**src/rtl/mem_port_arbiter_pkg.sv**
```systemverilog
// Shared types and constants for the memory port arbiter.
//   DATA_W       : address/data width of the fetch, data and memory ports
//   CNT_W        : width of the fetch starvation counter
//   arb_state_t  : arbiter FSM state encoding
//   arb_owner_t  : which requester owns the transaction in flight
package mem_port_arbiter_pkg;

  localparam int DATA_W = 32;
  localparam int CNT_W  = 4;

  typedef enum logic [1:0] {
    ARB_IDLE  = 2'd0,
    ARB_ISSUE = 2'd1,
    ARB_WAIT  = 2'd2,
    ARB_RESP  = 2'd3
  } arb_state_t;

  typedef enum logic {
    OWN_FETCH = 1'b0,
    OWN_DATA  = 1'b1
  } arb_owner_t;

endpackage

```
**src/rtl/mem_port_arbiter.sv**
```systemverilog
// Arbitrates one shared memory port between instruction fetch and load/store.
// One transaction is in flight at a time; the completion is returned to the
// requester that owned it as a one-cycle valid pulse.
//
// Ports
//   clk, rst                 : clock, synchronous active-high reset
//   i_req/i_addr/i_kill      : fetch request, address, in-flight fetch discard
//   i_rdata/i_valid          : fetch data and completion pulse
//   d_req/d_we/d_addr/d_wdata: data request (store when d_we=1)
//   d_rdata/d_valid          : load data / store ack and completion pulse
//   m_req/m_we/m_addr/m_wdata: memory request side
//   m_gnt/m_rvalid/m_rdata   : memory accept and response
//   stall                    : core stall while anything is requested/pending
//
// state     | meaning
// ----------+-------------------------------------------------------------
// ARB_IDLE  | sample requests, pick owner, latch m_* fields
// ARB_ISSUE | m_req high, m_* held until m_gnt
// ARB_WAIT  | request accepted, waiting for m_rvalid
// ARB_RESP  | owner's valid pulse; requests not sampled
module mem_port_arbiter
  import mem_port_arbiter_pkg::*;
#(
  parameter int unsigned STARVE_MAX = 4
) (
  input  logic              clk,
  input  logic              rst,
  input  logic              i_req,
  input  logic [DATA_W-1:0] i_addr,
  input  logic              i_kill,
  output logic [DATA_W-1:0] i_rdata,
  output logic              i_valid,
  input  logic              d_req,
  input  logic              d_we,
  input  logic [DATA_W-1:0] d_addr,
  input  logic [DATA_W-1:0] d_wdata,
  output logic [DATA_W-1:0] d_rdata,
  output logic              d_valid,
  output logic              m_req,
  output logic              m_we,
  output logic [DATA_W-1:0] m_addr,
  output logic [DATA_W-1:0] m_wdata,
  input  logic              m_gnt,
  input  logic              m_rvalid,
  input  logic [DATA_W-1:0] m_rdata,
  output logic              stall
);

  localparam logic [CNT_W-1:0] STARVE_LIM = CNT_W'(STARVE_MAX);

  arb_state_t        state, state_nxt;
  arb_owner_t        owner, owner_nxt;
  logic [CNT_W-1:0]  starve_cnt, starve_cnt_nxt;
  logic              kill_pend, kill_pend_nxt;
  logic              m_we_nxt;
  logic [DATA_W-1:0] m_addr_nxt, m_wdata_nxt;
  logic [DATA_W-1:0] i_rdata_nxt, d_rdata_nxt;
  logic              i_valid_nxt, d_valid_nxt;
  logic              grant_data;

  assign m_req = (state == ARB_ISSUE);
  assign stall = i_req | d_req | (state != ARB_IDLE);

  always_comb begin
    state_nxt      = state;
    owner_nxt      = owner;
    starve_cnt_nxt = starve_cnt;
    kill_pend_nxt  = kill_pend;
    m_we_nxt       = m_we;
    m_addr_nxt     = m_addr;
    m_wdata_nxt    = m_wdata;
    i_rdata_nxt    = i_rdata;
    d_rdata_nxt    = d_rdata;
    i_valid_nxt    = 1'b0;
    d_valid_nxt    = 1'b0;
    grant_data     = 1'b0;

    case (state)
      ARB_IDLE: begin
        kill_pend_nxt = 1'b0;
        if (i_req || d_req) begin
          // Data wins ties until fetch has waited STARVE_MAX data grants.
          grant_data = d_req && !(i_req && (starve_cnt == STARVE_LIM));
          state_nxt  = ARB_ISSUE;
          if (grant_data) begin
            owner_nxt   = OWN_DATA;
            m_we_nxt    = d_we;
            m_addr_nxt  = d_addr;
            m_wdata_nxt = d_wdata;
            if (!i_req)
              starve_cnt_nxt = '0;
            else if (starve_cnt != STARVE_LIM)
              starve_cnt_nxt = starve_cnt + CNT_W'(1);
          end else begin
            owner_nxt      = OWN_FETCH;
            m_we_nxt       = 1'b0;
            m_addr_nxt     = i_addr;
            m_wdata_nxt    = '0;
            starve_cnt_nxt = '0;
          end
        end
      end

      ARB_ISSUE: begin
        if (i_kill && (owner == OWN_FETCH)) begin
          // Once the memory has accepted, the response must still be drained.
          if (m_gnt) begin
            kill_pend_nxt = 1'b1;
            state_nxt     = ARB_WAIT;
          end else begin
            state_nxt = ARB_IDLE;
          end
        end else if (m_gnt) begin
          state_nxt = ARB_WAIT;
        end
      end

      ARB_WAIT: begin
        if (i_kill && (owner == OWN_FETCH))
          kill_pend_nxt = 1'b1;
        if (m_rvalid) begin
          state_nxt = ARB_RESP;
          if (owner == OWN_FETCH) begin
            i_rdata_nxt = m_rdata;
            i_valid_nxt = !(kill_pend || i_kill);
          end else begin
            d_rdata_nxt = m_rdata;
            d_valid_nxt = 1'b1;
          end
        end
      end

      ARB_RESP: begin
        state_nxt = ARB_IDLE;
      end

      default: begin
        state_nxt = ARB_IDLE;
      end
    endcase
  end

  always_ff @(posedge clk) begin
    if (rst) begin
      state      <= ARB_IDLE;
      owner      <= OWN_FETCH;
      starve_cnt <= '0;
      kill_pend  <= 1'b0;
      m_we       <= 1'b0;
      m_addr     <= '0;
      m_wdata    <= '0;
      i_rdata    <= '0;
      d_rdata    <= '0;
      i_valid    <= 1'b0;
      d_valid    <= 1'b0;
    end else begin
      state      <= state_nxt;
      owner      <= owner_nxt;
      starve_cnt <= starve_cnt_nxt;
      kill_pend  <= kill_pend_nxt;
      m_we       <= m_we_nxt;
      m_addr     <= m_addr_nxt;
      m_wdata    <= m_wdata_nxt;
      i_rdata    <= i_rdata_nxt;
      d_rdata    <= d_rdata_nxt;
      i_valid    <= i_valid_nxt;
      d_valid    <= d_valid_nxt;
    end
  end

endmodule
```
**config.mk**
```make
export PLATFORM = sky130hd
export DESIGN_NAME = mem_port_arbiter
export DESIGN_NICKNAME = d
export VERILOG_FILES = /design/src/rtl/mem_port_arbiter_pkg.sv /design/src/rtl/mem_port_arbiter.sv
export SDC_FILE = /design/constraint.sdc
export NUM_CORES = 1
export LEC_CHECK = 0
export CAP_MARGIN = 20
export CORE_MARGIN = 4
export CORE_UTILIZATION = 40
export DETAILED_ROUTE_END_ITERATION = 8
export PLACE_DENSITY = 0.85
export SLEW_MARGIN = 20
export SYNTH_ARGS = -nofsm -noshare
export SYNTH_HDL_FRONTEND = slang
export SYNTH_SLANG_ARGS = --single-unit
export TNS_END_PERCENT = 100
```
**constraint.sdc**
```tcl
create_clock -name clk -period 2.05 [get_ports clk]
set_input_delay 0.5125 -clock clk [delete_from_list [all_inputs] [get_ports clk]]
set_output_delay 0.5125 -clock clk [all_outputs]
set_load 0.01 [all_outputs]
```
Word-level counts from Yosys, hierarchy flattened. Cells that the tools add are included.

Reductions and logical operators: 18. Bitwise logic cells: 5. Mux-type cells: 18. Add/sub/neg operators: 1. Equal/unequal tests: 12.

Operators with widths (count): 32-bit 2-to-1 mux (2); 4-bit 2-to-1 mux (3); 3-bit AND reduction (4); 2-bit 2-to-1 mux (5); 2-bit one-hot mux with 4 select lines (1); 1-bit 2-to-1 mux (6); 2-bit != test, second input constant (3); 4-bit by 1-bit adder with 4-bit output, second input constant (1); 2-bit equality test, second input constant (2); 4-bit by 3-bit equality test with 1-bit output, second input constant (1); 2-bit by 1-bit != test with 1-bit output, second input constant (2); 4-bit by 3-bit != test with 1-bit output, second input constant (1); 4-bit AND reduction (1); 4-bit OR reduction (1); 1-bit logical AND (3); 3-bit by 1-bit != test with 1-bit output, second input constant (1); 3-bit by 2-bit != test with 1-bit output, second input constant (1); 1-bit NOT (3); 1-bit one-hot mux with 3 select lines (1); 3-bit nonzero test (1); 3-bit OR reduction (1); 2-bit by 1-bit equality test with 1-bit output, second input constant (1); 1-bit logical NOT (2); 2-bit logical NOT (1); other kinds (4) (6).

Bits of input ports: 136. Word-level logic and storage cells: 65. Output and inout port bits: 133. Flip-flop bits (word level): 139.

Longest topological paths before layout. Gate-level depths: netlist (run 1).

Depth after elaboration: 6. Mapped depth: 8.

Least setup slack after synthesis (run 1). OpenSTA, ideal clock, no wires.

Path type: flip-flop to flip-flop. Start point: register state[0]. End point: register kill_pend. Arrival time: 1.520 ns. Path buffers: 0. Data required time: 1.922 ns. Stages on the path, launching flop included: 7. Slack: 0.403 ns. Cell sequence: dfxtp_1 > inv_1 > ha_1 > or2_2 > a211oi_1 > mux2i_1 > nor2_1.

Word-level cells in the longest chain between the ends: 3. Elaborated cells between the ends (all ways): 9.

RTL lines: from (decl) (RTL line mem_port_arbiter.sv:51) `arb_state_t state, state_nxt;`; from (signal assigned) (RTL line mem_port_arbiter.sv:157) `state <= state_nxt;`; 2-bit equality test (tied with other cells) (RTL line mem_port_arbiter.sv:78) `case (state)`; 2-bit != test (no source line) (tied with other cells); 4-bit AND reduction (no source line); to (signal assigned) (RTL line mem_port_arbiter.sv:160) `kill_pend <= kill_pend_nxt;`; to (decl) (RTL line mem_port_arbiter.sv:54) `logic kill_pend, kill_pend_nxt;`.

Parallel ways exist; a longest one is shown, timed or not. A chain may end at the register's enable or synchronous reset.

Final worst setup path (run 1).
Start point: input port i_req. End point: output port stall.

Word-level cells in the longest chain between the ends: 2.

RTL lines: from (decl) (RTL line mem_port_arbiter.sv:28) `input logic i_req,`; 1-bit bitwise OR (2 in a row) (RTL line mem_port_arbiter.sv:62) `assign stall = i_req | d_req | (state != ARB_IDLE);`; to (decl) (RTL line mem_port_arbiter.sv:46) `output logic stall`.

Every way passes these cells.

==> results.py, run 1 <==
metrics = {
    "floorplan": {
        "ios": 269,
        "die_area_sq_um": 15600,
        "chipWidth_um": 125,
        "rows": 42,
        "start_util_pct": 41.0,
        "core_sq_um": 13300,
        "fp.dieH_um": 125,
    },
    "placed_design": {
        "placed_cells": 1051,
        "dp_hpwl_um": 12300,
        "placed_area_sq_um": 8370,
        "port_buffers": 268,
        "gp_congestion": 0.837,
    },
    "grt": {
        "grt_use_total_pct": 21.2,
        "top_usage_layer": "met2",
        "overflow": 0,
        "met3_usage_pct": 6.35,
        "met1_usage_pct": 24.6,
        "met2_usage_pct": 37.3,
        "antenna_found_initial": 0,
        "grt_max_degree": 40,
        "grt_pass1_wl_um": 27000,
        "grt_pass1_vias": 5283,
    },
    "timing": {
        "hold_viol_final": 0,
        "skew_ps": 6.66,
        "grt_setup_unrepaired": "no",
        "final_max_slew_viol_count": 0,
        "setup-tns-final_ps": 0,
        "fmax_ghz": 0.513,
        "fin_crit_sh_pct": 95.0,
        "setup_violations": 0,
        "fin_crit_ps": 1950,
        "max_slew.worst_pin.slew_ps": 454,
        "relSlewSlack_pct": 69.7,
    },
    "final_layout": {
        "final_cell_count_no_fill": 1083,
        "nets": 1037,
        "seq_area_sq_um": 2780,
        "drive_above_1_share_pct": 10.0,
        "fin_area_sq_um": 8950,
        "area_delta_synth_final_pct": 64.2,
        "n_antenna_cell": 0,
        "fillers": 1039,
        "layout_commonest_cell": "clkdlybuf4s50_1",
        "multi_input_area_sq_um": 2350,
        "final_cell_mix": "clkdlybuf4s50_1 (265), nand2_1 (164), dfxtp_1 (138)",
    },
    "run": {
        "maxCapViolations": 0,
    },
    "synth": {
        "synth_edf_count": 0,
        "postSynthAreaPerCell_sq_um": 8.55,
        "synthFlopType": "dfxtp_1",
        "ys_ff_latch": 139,
        "ys_async_sr_fraction_pct": 0,
        "syn_area_sq_um": 5450,
        "synthCells": 637,
        "syn_nets": 780,
        "ys_warn_count": 0,
        "synth.distinct_cells": 37,
        "seq_area_frac_synth_pct": 51.1,
    },
    "critical_path": {
        "startpoint_type": "primary input",
        "critPathKind": "primary input to output port",
        "r2r_cells": 6,
        "critical_path_arrival_ps": 1440,
        "critPathMaxFanout": 2,
        "reg2reg_from": "state[0]",
        "r2r_setup_slack_ps": 380,
        "endpoint_kind": "output port",
        "reg2reg_to": "kill_pend",
        "cp.required_ps": 1540,
    },
    "route": {
        "vias": 5449,
        "ant_nets": 0,
        "drcViolationCount": 0,
        "wl_um": 17100,
        "drtIter0Drc": 314,
        "wire_per_inst_um": 15.8,
        "avgViaCountPerCell": 5.03,
        "drtPass1Iterations": 5,
    },
    "min_path": {
        "hp-class": "register to register",
        "hold_end": "i_valid",
        "min_path_cells": 1,
        "hp-start": "kill_pend",
    },
    "power": {
        "powerDensity_nw_per_um2": 861,
        "leakagePower_nw": 3.22,
        "peakVddDrop_v": 0.000635,
    },
    "clock_tree": {
        "clockBufferDepth": 2,
        "cts-hold-fix-buffers": 0,
        "cts_resized": 4,
        "root_buffer": "clkbuf_16",
        "h-tree-depth": 4,
        "clk_latency_ps": 410,
        "tritoncts": "done",
        "post-cts-setup-buffers": 0,
        "clk_pin_slew_ps": 50,
        "cts_made_buffers": 17,
        "cts.sinks": 139,
    },
    "run_status": {
        "status": "finished, final reports clean",
    },
}
[worst max-delay path, cell delays in order]
cell,delay (ps)
clkdlybuf4s50_1,430
nor2_1,150
nand2_1,60
dlygate4sd2_1,280
[sequential cells by signal, indices dropped and copies added (netlist names), named ones only]
signal      cells
owner           1
m_addr         32
i_valid         1
state           1
m_we            1
kill_pend       1
m_wdata        32
starve_cnt      4
d_rdata        32
i_rdata        32
d_valid         1
[power breakdown]
part / total, W / switching, W / internal (W)
logic: 0.00170 / 0.000793 / 0.000905
registers: 0.00301 / 0.000107 / 0.00290
clock network: 0.00299 / 0.00114 / 0.00185
total: 0.00770 / 0.00204 / 0.00566
[per-layer routing]
| metal | up-vias | share of wire (%) |
|---|---|---|
| li1 | 2662 | - |
| met1 | 2571 | 40 |
| met2 | 192 | 51 |
| met3 | 24 | 7.1 |
| met4 | 0 | 1.7 |
| met5 | - | 0 |
[worst max path at each step]
stage	from	endpoint	slack, ps	cells after the start
CTS	register	stall	100	4
finish	i_req	stall	100	4
detailed placement	i_req	stall	-110	4
global route	register	stall	60	4
floorplan	state[0]	kill_pend	400	6
global placement	i_req	stall	-90	4
[cell families after synthesis]
family	count (synthesis)	synth area share (%)
multiplexers	1	0.184
AO/OA/AOI/OAI	176	22.5
buffers and inverters	57	6.11
flip-flops	139	51.1
adder cells (fa/ha/maj)	7	1.61
AND/OR/NAND/NOR	257	18.6
[stage by stage]
stage / utilization (%) / hold slack (ps) / power (W) / worst slack [ps]
final: 67.3 / 431 / 0.00770 / 102
after global routing: 67.3 / 467 / 0.00804 / 56.1
after CTS: 67.3 / 441 / 0.00777 / 100
after detailed placement: 62.9 / 432 / 0.00478 / -110
after global placement: 62.9 / 421 / 0.00474 / -90.6
after floorplan: - / 398 / 0.00390 / 403
[cell type report]
cell class	instances	share of cell area (%)
repair buffers	289	33.5
inverters	6	0.252
flip-flops and latches	139	31.1
well taps	176	2.46
clock buffers	21	5.14
multi-input cells	441	26.2
clock inverters	11	1.33
[synthesized netlist by cell type (2+ instances only)]
| library cell | n | area, sq um |
|---|---|---|
| nand2_1 | 164 | 616 |
| dfxtp_1 | 139 | 2780 |
| a21oi_1 | 89 | 445 |
| nor2_1 | 75 | 282 |
| a211oi_1 | 24 | 180 |
| a22oi_1 | 22 | 165 |
| clkbuf_1 | 20 | 75.1 |
| buf_2 | 16 | 80.1 |
| a21oi_2 | 12 | 105 |
| a22oi_2 | 12 | 150 |
| a211oi_2 | 10 | 125 |
| ha_1 | 7 | 87.6 |
| buf_4 | 6 | 45.0 |
| inv_1 | 6 | 22.5 |
| buf_6 | 5 | 56.3 |
| and2_1 | 3 | 18.8 |
| nand3_1 | 3 | 15.0 |
| and3_1 | 2 | 12.5 |
| buf_8 | 2 | 30.0 |
| nand4b_1 | 2 | 17.5 |
| nor2b_1 | 2 | 12.5 |
No activity file was read; power rests on OpenSTA's default activity.
==> run 2, diff against run 1 <==
--- a/config.mk
+++ b/config.mk
@@ -5,10 +5,10 @@
 export SDC_FILE = /design/constraint.sdc
 export NUM_CORES = 1
 export LEC_CHECK = 0
-export CAP_MARGIN = 20
 export CORE_MARGIN = 4
 export CORE_UTILIZATION = 40
 export DETAILED_ROUTE_END_ITERATION = 8
+export GPL_TIMING_DRIVEN = 0
 export PLACE_DENSITY = 0.85
 export SLEW_MARGIN = 20
 export SYNTH_ARGS = -nofsm -noshare
==> run 2 against run 1 <==
Total power is 0.73% lower. Worst hold slack worse by 13 ps. Clock skew is 2.3 ps lower. Wire length is 5.5% higher. Final area is 0.45% lower. Die area stayed put. Non-clock buffer count is 29 higher. Sequential power hardly changed. Global-route usage is 1.6 points higher.
==> results.py, run 2 (synthesis gave the netlist of run 1 again) <==
metrics = {
    "timing": {
        "setup_violations": 0,
        "finalHoldWorstSlack_ps": 418,
        "relSlewSlack_pct": 54.9,
        "final_max_slew_viol_count": 0,
        "max_slew.worst_pin.slew_ps": 677,
        "fmax_ghz": 0.506,
        "fin_crit_sh_pct": 96.4,
        "skew_ps": 4.37,
        "setup-tns-final_ps": 0,
        "fin_crit_ps": 1980,
        "grt_setup_unrepaired": "no",
        "hold_viol_final": 0,
    },
    "final_layout": {
        "layout_commonest_cell": "clkdlybuf4s50_1",
        "area_delta_synth_final_pct": 63.5,
        "final_cell_mix": "clkdlybuf4s50_1 (263), nand2_1 (164), dfxtp_1 (138)",
        "n_antenna_cell": 0,
        "nets": 1066,
        "drive_above_1_share_pct": 10.2,
        "fin_area_sq_um": 8910,
        "final_cell_count_no_fill": 1110,
    },
    "critical_path": {
        "crit_buf_inv": 2,
        "cp_slowest_cell": "dfxtp_1",
        "r2r_cells": 6,
        "endpoint_kind": "output port",
        "cp_slowest_stage_delay_ps": 370,
        "path_cells": "inv_1 -> ha_4 -> nand2_1 -> dlygate4sd2_1",
        "startpoint_type": "register",
        "critPathMaxFanout": 7,
        "cp.required_ps": 1540,
        "critical_path_arrival_ps": 1460,
        "reg2reg_to": "d_rdata[10]",
        "setup.worst_path.end": "stall",
        "r2r_setup_slack_ps": 220,
        "critPathKind": "register to output port",
        "reg2reg_from": "state[0]",
        "crit_cells": 4,
        "crit_family": "buffers and inverters",
    },
    "route": {
        "vias": 5569,
        "drtPass1Iterations": 5,
        "ant_nets": 0,
        "avgViaCountPerCell": 5.02,
        "wire_per_inst_um": 16.2,
        "drcViolationCount": 0,
        "wl_um": 18000,
        "drtIter0Drc": 257,
    },
    "grt": {
        "antenna_found_initial": 0,
        "grt_max_degree": 17,
        "grt_pass1_wl_um": 28500,
        "grt_use_total_pct": 22.8,
        "overflow": 0,
        "grt_pass1_vias": 5487,
    },
    "power": {
        "combPwrFrac_pct": 22.0,
        "clkPwrFrac_pct": 38.5,
        "peakVddDrop_v": 0.000511,
        "p_int_w": 0.00562,
        "switching_share_pct": 26.5,
        "pwr-share-seq_pct": 39.5,
        "leakagePower_nw": 3.23,
        "switching_power_w": 0.00202,
        "powerDensity_nw_per_um2": 858,
    },
    "clock_tree": {
        "post-cts-setup-buffers": 0,
        "clk_pin_slew_ps": 60,
        "cts-hold-fix-buffers": 0,
        "tritoncts": "done",
        "clockBufferDepth": 2,
        "cts.sinks": 139,
        "h-tree-depth": 4,
        "clk_latency_ps": 410,
        "root_buffer": "clkbuf_16",
        "cts_made_buffers": 17,
    },
    "floorplan": {
        "core_sq_um": 13300,
        "ios": 269,
        "start_util_pct": 41.0,
        "chipWidth_um": 125,
        "die_area_sq_um": 15600,
        "rows": 42,
        "fp.dieH_um": 125,
    },
    "min_path": {
        "hp-class": "register to register",
        "min_path_cells": 1,
        "hp-start": "kill_pend",
    },
    "placed_design": {
        "dp_hpwl_um": 13600,
        "gp_congestion": 0.862,
        "placed_cells": 1080,
        "placed_area_sq_um": 8340,
        "port_buffers": 267,
    },
    "run": {
        "maxCapViolations": 0,
    },
    "run_status": {
        "status": "finished, final reports clean",
    },
}
## run 2: cell count changes in the layout (fill, tap and decap cells not counted), sizes merged
cell	delta
clkbuf	+21
buf	+9
clkdlybuf4s50	-2
clkinvlp	-2
dlygate4sd2	+2
inv	-1
## run 2: layout make-up
type	instances	area [sq um]
clock inverter	8	95.1
buffer	51	310
sequential	139	2780
fill	1086	4390
tap	176	220
inverter	6	22.5
clock buffer	22	464
timing repair buffer	267	2670
multi-input combinational	441	2350
## run 2: worst min-delay path by stage
stage | slack (ps) | end
after floorplan | 400 | i_valid
after global placement | 410 | i_valid
after detailed placement | 420 | i_valid
after CTS | 420 | i_valid
after global routing | 440 | i_valid
final | 420 | i_valid
## run 2: timing repair
item,in CTS,in global routing
endpoints found under the setup margin,2,1
pin swaps,0,0
resized for setup,6,1
hold endpoints to repair,0,0
## run 2: power groups by stage
| stage | registers (W) | clock network, W | logic [W] |
|---|---|---|---|
| after floorplan | 0.00315 | 0 | 0.000743 |
| after detailed placement | 0.00308 | 0 | 0.00168 |
| after global routing | 0.00304 | 0.00313 | 0.00182 |
| final | 0.00302 | 0.00294 | 0.00168 |
| after global placement | 0.00307 | 0 | 0.00166 |
| after CTS | 0.00302 | 0.00300 | 0.00169 |
## run 2: layer usage
layer | wire length, um | vias up | part of all wire, % | track usage [%]
met5 | 0 | - | 0 | 0
met4 | 643 | 0 | 3.6 | 10.5
met3 | 1250 | 43 | 6.9 | 6.73
met2 | 8730 | 223 | 48 | 37.8
met1 | 7390 | 2571 | 41 | 27.1
li1 | - | 2732 | - | -
## run 2: through the flow
step                      utilization [%]  worst slack [ps]  power, W
after global routing                 67.0              21.4   0.00799
after detailed placement             62.7              -306   0.00476
after floorplan                         -               403   0.00390
after global placement               62.7              -318   0.00473
final                                67.0              73.8   0.00765
after CTS                            66.9              10.8   0.00770
==> run 3, diff against run 2 <==
--- a/config.mk
+++ b/config.mk
@@ -6,10 +6,11 @@
 export NUM_CORES = 1
 export LEC_CHECK = 0
 export CORE_MARGIN = 4
-export CORE_UTILIZATION = 40
+export CORE_UTILIZATION = 37
 export DETAILED_ROUTE_END_ITERATION = 8
 export GPL_TIMING_DRIVEN = 0
-export PLACE_DENSITY = 0.85
+export PLACE_DENSITY = 0.82
+export REMOVE_ABC_BUFFERS = 1
 export SLEW_MARGIN = 20
 export SYNTH_ARGS = -nofsm -noshare
 export SYNTH_HDL_FRONTEND = slang
==> constraint.sdc (replaced) <==
create_clock -name clk -period 1.6 [get_ports clk]
set_input_delay 0.4 -clock clk [delete_from_list [all_inputs] [get_ports clk]]
set_output_delay 0.4 -clock clk [all_outputs]
set_load 0.01 [all_outputs]
==> run 3 against run 2 <==
The run now ends with negative setup slack left. Final area grew 5.2%. First-iteration DRC count up 9.7%. Clock-buffer cell count shrank 1. Worst hold slack gained 18 ps. Total power increased by 33%. Critical path type is now register to register. Largest power group unchanged.
==> results.py, run 3 (synthesis gave the netlist of run 1 again) <==
metrics = {
    "critical_path": {
        "startpoint_type": "register",
        "crit_path_start": "state[0]",
        "critPathMaxFanout": 4,
        "cp.required_ps": 1890,
        "critPathKind": "register to register",
        "r2r_cells": 7,
        "endpoint_kind": "register",
        "r2r_setup_slack_ps": -120,
        "crit_buf_inv": 2,
        "cp_slowest_stage_delay_ps": 440,
        "cp_slowest_cell": "a222oi_1",
        "reg2reg_from": "state[0]",
        "critical_path_arrival_ps": 2010,
        "crit_cells": 7,
        "crit_family": "compound AO/OA/AOI/OAI gates",
        "path_cells": "buf_6 -> ha_4 -> nor2b_4 -> a222oi_1 -> buf_4 -> and2_4 -> o31ai_1",
    },
    "timing": {
        "setup_violations": 14,
        "relSlewSlack_pct": 58.3,
        "hold_viol_final": 0,
        "skew_ps": 16.2,
        "fin_ws_ps": -124,
        "setup-tns-final_ps": -387,
        "max_slew.worst_pin.slew_ps": 625,
        "fin_crit_ps": 1720,
        "grt_setup_unrepaired": "yes",
        "final_max_slew_viol_count": 0,
        "fmax_ghz": 0.580,
        "fin_crit_sh_pct": 108,
    },
    "route": {
        "avgViaCountPerCell": 5.13,
        "ant_nets": 0,
        "vias": 5680,
        "drcViolationCount": 0,
        "wl_um": 19700,
        "drtPass1Iterations": 4,
        "wire_per_inst_um": 17.8,
        "drtIter0Drc": 282,
    },
    "clock_tree": {
        "clockBufferDepth": 2,
        "clk_latency_ps": 420,
        "root_buffer": "clkbuf_16",
        "clk_pin_slew_ps": 60,
        "cts-hold-fix-buffers": 0,
        "cts.sinks": 139,
        "tritoncts": "done",
        "cts_made_buffers": 17,
        "h-tree-depth": 4,
    },
    "floorplan": {
        "fp.dieH_um": 129,
        "core_sq_um": 14500,
        "die_area_sq_um": 16700,
        "start_util_pct": 37.6,
        "rows": 44,
        "ios": 269,
        "chipWidth_um": 129,
    },
    "min_path": {
        "min_path_cells": 2,
        "hp-start": "rst",
        "hp-class": "primary input to register",
    },
    "power": {
        "p_total_w": 0.0102,
        "peakVddDrop_v": 0.000658,
        "p_int_w": 0.00725,
        "powerDensity_nw_per_um2": 1090,
        "leakagePower_nw": 3.95,
        "switching_power_w": 0.00294,
        "pwr-share-seq_pct": 38.1,
        "combPwrFrac_pct": 25.5,
        "switching_share_pct": 28.8,
        "clkPwrFrac_pct": 36.4,
    },
    "run": {
        "maxCapViolations": 0,
    },
    "final_layout": {
        "layout_commonest_cell": "nand2_1",
        "n_antenna_cell": 0,
        "drive_above_1_share_pct": 19.6,
        "fin_area_sq_um": 9370,
        "final_cell_mix": "nand2_1 (161), dfxtp_1 (135), clkdlybuf4s50_1 (132), dlygate4sd2_1 (132), a21oi_1 (73)",
        "final_cell_count_no_fill": 1107,
        "area_delta_synth_final_pct": 72.0,
        "nets": 1054,
    },
    "placed_design": {
        "gp_congestion": 0.785,
        "placed_area_sq_um": 8220,
        "placed_cells": 1044,
        "dp_hpwl_um": 11700,
        "port_buffers": 268,
    },
    "grt": {
        "met2_usage_pct": 34.6,
        "grt_max_degree": 73,
        "met3_usage_pct": 9.15,
        "met1_usage_pct": 22.8,
        "top_usage_layer": "met2",
        "grt_use_total_pct": 20.4,
        "grt_pass1_vias": 5323,
        "overflow": 0,
        "grt_pass1_wl_um": 26800,
        "antenna_found_initial": 0,
    },
    "run_status": {
        "failed_checks": "negative setup slack",
        "status": "finished, violations left",
    },
}
-- run 3: cell type report --
type / count / area [sq um]
inverters: 6 / 25.0
well taps: 184 / 230
repair buffers: 302 / 3000
multi-input cells: 445 / 2770
flip-flops and latches: 139 / 2790
clock inverters: 10 / 92.6
fillers: 1205 / 5110
clock buffers: 21 / 460
-- run 3: worst min-delay path by stage --
stage	end	slack, ps
floorplan	i_valid	400
global placement	i_valid	420
detailed placement	i_valid	430
CTS	m_wdata[11]	420
global route	m_wdata[1]	440
finish	d_rdata[10]	440
-- run 3: worst reg2reg max path: cells and delay by family, from the launching register on --
kind / cells / cell delay [ps]
compound gates: 2 / 490
flops: 1 / 350
simple gates: 2 / 260
fa+ha+maj: 1 / 160
buf+inv: 2 / 350
-- run 3: power by group through the flow --
stage	clock, W	combinational, W	sequential, W
6_report	0.00371	0.00260	0.00388
2_1_floorplan	0	0.000798	0.00404
3_3_place_gp	0	0.00205	0.00393
5_1_grt	0.00392	0.00277	0.00390
3_5_place_dp	0	0.00213	0.00395
4_1_cts	0.00375	0.00224	0.00386
-- run 3: through the flow --
step	hold slack, ps	utilization (%)	setup slack, ps
6_report	437	64.7	-124
5_1_grt	438	64.7	-204
4_1_cts	421	61.2	-55.5
3_5_place_dp	426	56.8	-869
3_3_place_gp	424	55.6	-3880
2_1_floorplan	396	-	-1010
-- run 3: per-layer routing --
metal	up-vias	share of wire (%)
met1	2667	38
li1	2713	-
met5	-	0
met3	32	12
met4	0	2.0
met2	268	49
-- run 3: what timing repair did --
action,in CTS,in global routing
hold endpoints to repair,0,0
cloned,3,7
setup endpoints to repair,270,95
resized for setup,165,77
pin swaps,5,29
buffers inserted,13,9
==> RTL edit (config.mk and constraints of run 2) <==
One comparison of `starve_cnt` changes from == to >=.
--- a/src/rtl/mem_port_arbiter.sv
+++ b/src/rtl/mem_port_arbiter.sv
@@ -82,3 +82,3 @@
           // Data wins ties until fetch has waited STARVE_MAX data grants.
-          grant_data = d_req && !(i_req && (starve_cnt == STARVE_LIM));
+          grant_data = d_req && !(i_req && (starve_cnt >= STARVE_LIM));
           state_nxt  = ARB_ISSUE;
Behaviour: no difference found for any inputs over 4 cycles, from zero or initial values and one cycle with rst high; that may be too few to reach the edited logic, so the function may still have changed.
==> RTL edit against run 2 <==
  * Routed wire length decreased by 3.3%
  * Largest power group is now clock
  * Sequential cell count is the same
  * First-iteration DRC count increased by 14%
  * Setup slack lost 0.012 ns
  * Synthesized area fell by 3.4%
  * Total power is 2.4% higher
  * Final cell count shrank 4.1%
  * Sequential power is essentially flat
  * Count of clock-buffer cells in the layout decreased by 2
  * Final area down 1.3%
==> RTL edit: results (changes against run 2) <==
status: finished, final reports clean
DRT iter0 DRCs: 293 (+14%)
Max Fanout on Critical Path: 9 (+2)
hold slack: 0.418 ns (-0.000530 ns)
worst r2r dst: m_wdata[29]
Worst Clk Skew: 0.00564 ns (+0.00128 ns)
Leak: 0.00324 uW (about the same)
global-route wire length before repair: 26.0 mm (-8.8%)
routed via count: 5280 (-5.2%)
top cells by count, synth: nand2_1, dfxtp_1, a21oi_1
Seq/Total Area, Yosys: 0.528 (+0.0177)
CP max-delay cell: dfxtp_4
DRT Pass-1 Iters: 4 (-1)
Slew @ Worst Pin: 0.734 ns (+0.0571 ns)
Worst R2R Path Depth: 8 (+2)
Net Sw Power: 2000 uW (-1.2%)
Post-Route WL: 17.4 mm (-3.3%)
initial antenna violation count: 1 (+1)
post-synthesis cell type count: 35 (-5.4%)
Critical Path AT: 1.48 ns (+0.02 ns)
worst skew pair latency: 0.43 ns (+0.02 ns)
global placement routability congestion: 0.788 (-8.5%)
Mean Syn Cell Area: 8.90 sq um (+4.0%)
DP Wirelength: 13.0 mm (-4.8%)
reg2reg setup slack: 0.34 ns (+0.12 ns)
# fillers: 992 (-8.7%)
RTL edit: logic make-up (layout without fill, tap and decap cells):
logic type / after synthesis / count (layout) / share of synthesized area
other: 0 / 1 / 0
DFF: 139 / 139 / 0.528
and+or+nand+nor: 224 / 224 / 0.171
adders and majority gates: 6 / 6 / 0.0143
muxes: 1 / 1 / 0.00190
buffers and inverters: 49 / 349 / 0.0492
AOI/OAI and AO/OA: 173 / 173 / 0.235
RTL edit: what timing repair did:
item	in CTS	in global routing
pin swaps	1	0
setup endpoints to repair	2	1
endpoints found under the hold margin	0	0
gates resized for setup	10	2
buffers inserted	0	1
hold buffers	0	0
RTL edit: routing by layer:
layer	share of wire	vias up	GRT usage
li1	-	2594	-
met1	0.39	2432	0.248
met2	0.48	217	0.379
met3	0.11	37	0.102
met4	0.022	0	0.0868
met5	0	-	0
RTL edit: how the worst max path moves through the flow:
stage / end / startpoint / cells after the start / slack [ns]
final: stall / state[0] / 5 / 0.06
after global routing: stall / state[0] / 5 / 0.005
after CTS: stall / flop / 5 / 0.004
after detailed placement: stall / i_req / 4 / -0.33
after global placement: stall / i_req / 4 / -0.32
after floorplan: kill_pend / state[0] / 6 / 0.40
RTL edit: power by group through the flow:
stage          logic (uW)  clock network [uW]  registers, uW
2_1_floorplan         670                   0           3160
3_3_place_gp         1560                   0           3070
3_5_place_dp         1580                   0           3080
4_1_cts              1590                3260           3030
5_1_grt              1720                3380           3050
6_report             1590                3210           3030
RTL edit: final cells by class:
class	count	area, sq um	area share
Buffer	47	254	0.0289
Sequential cell	139	2790	0.317
Clock inverter	12	171	0.0195
Clock buffer	20	447	0.0508
Tap cell	172	215	0.0245
Inverter	2	7.51	0.000854
Timing Repair Buffer	268	2680	0.305
Antenna cell	1	2.50	0.000285
Multi-Input combinational cell	404	2230	0.253
RTL edit: per-stage QoR:
step | area (sq um) | setup slack, ns | power (uW)
final | 8790 | 0.0620 | 7830
after global routing | 8790 | 0.00510 | 8140
after CTS | 8780 | 0.00392 | 7880
after detailed placement | 8150 | -0.329 | 4660
after global placement | 8150 | -0.321 | 4630
after floorplan | 5270 | 0.398 | 3830
RTL edit: worst register-to-register path, stage by stage (launching register included):
cell     delay, ns
dfxtp_4       0.36
inv_1         0.06
ha_1          0.18
buf_4         0.16
nor2b_1       0.13
buf_4         0.16
nor2_4        0.16
buf_2         0.26
a22o_1        0.18
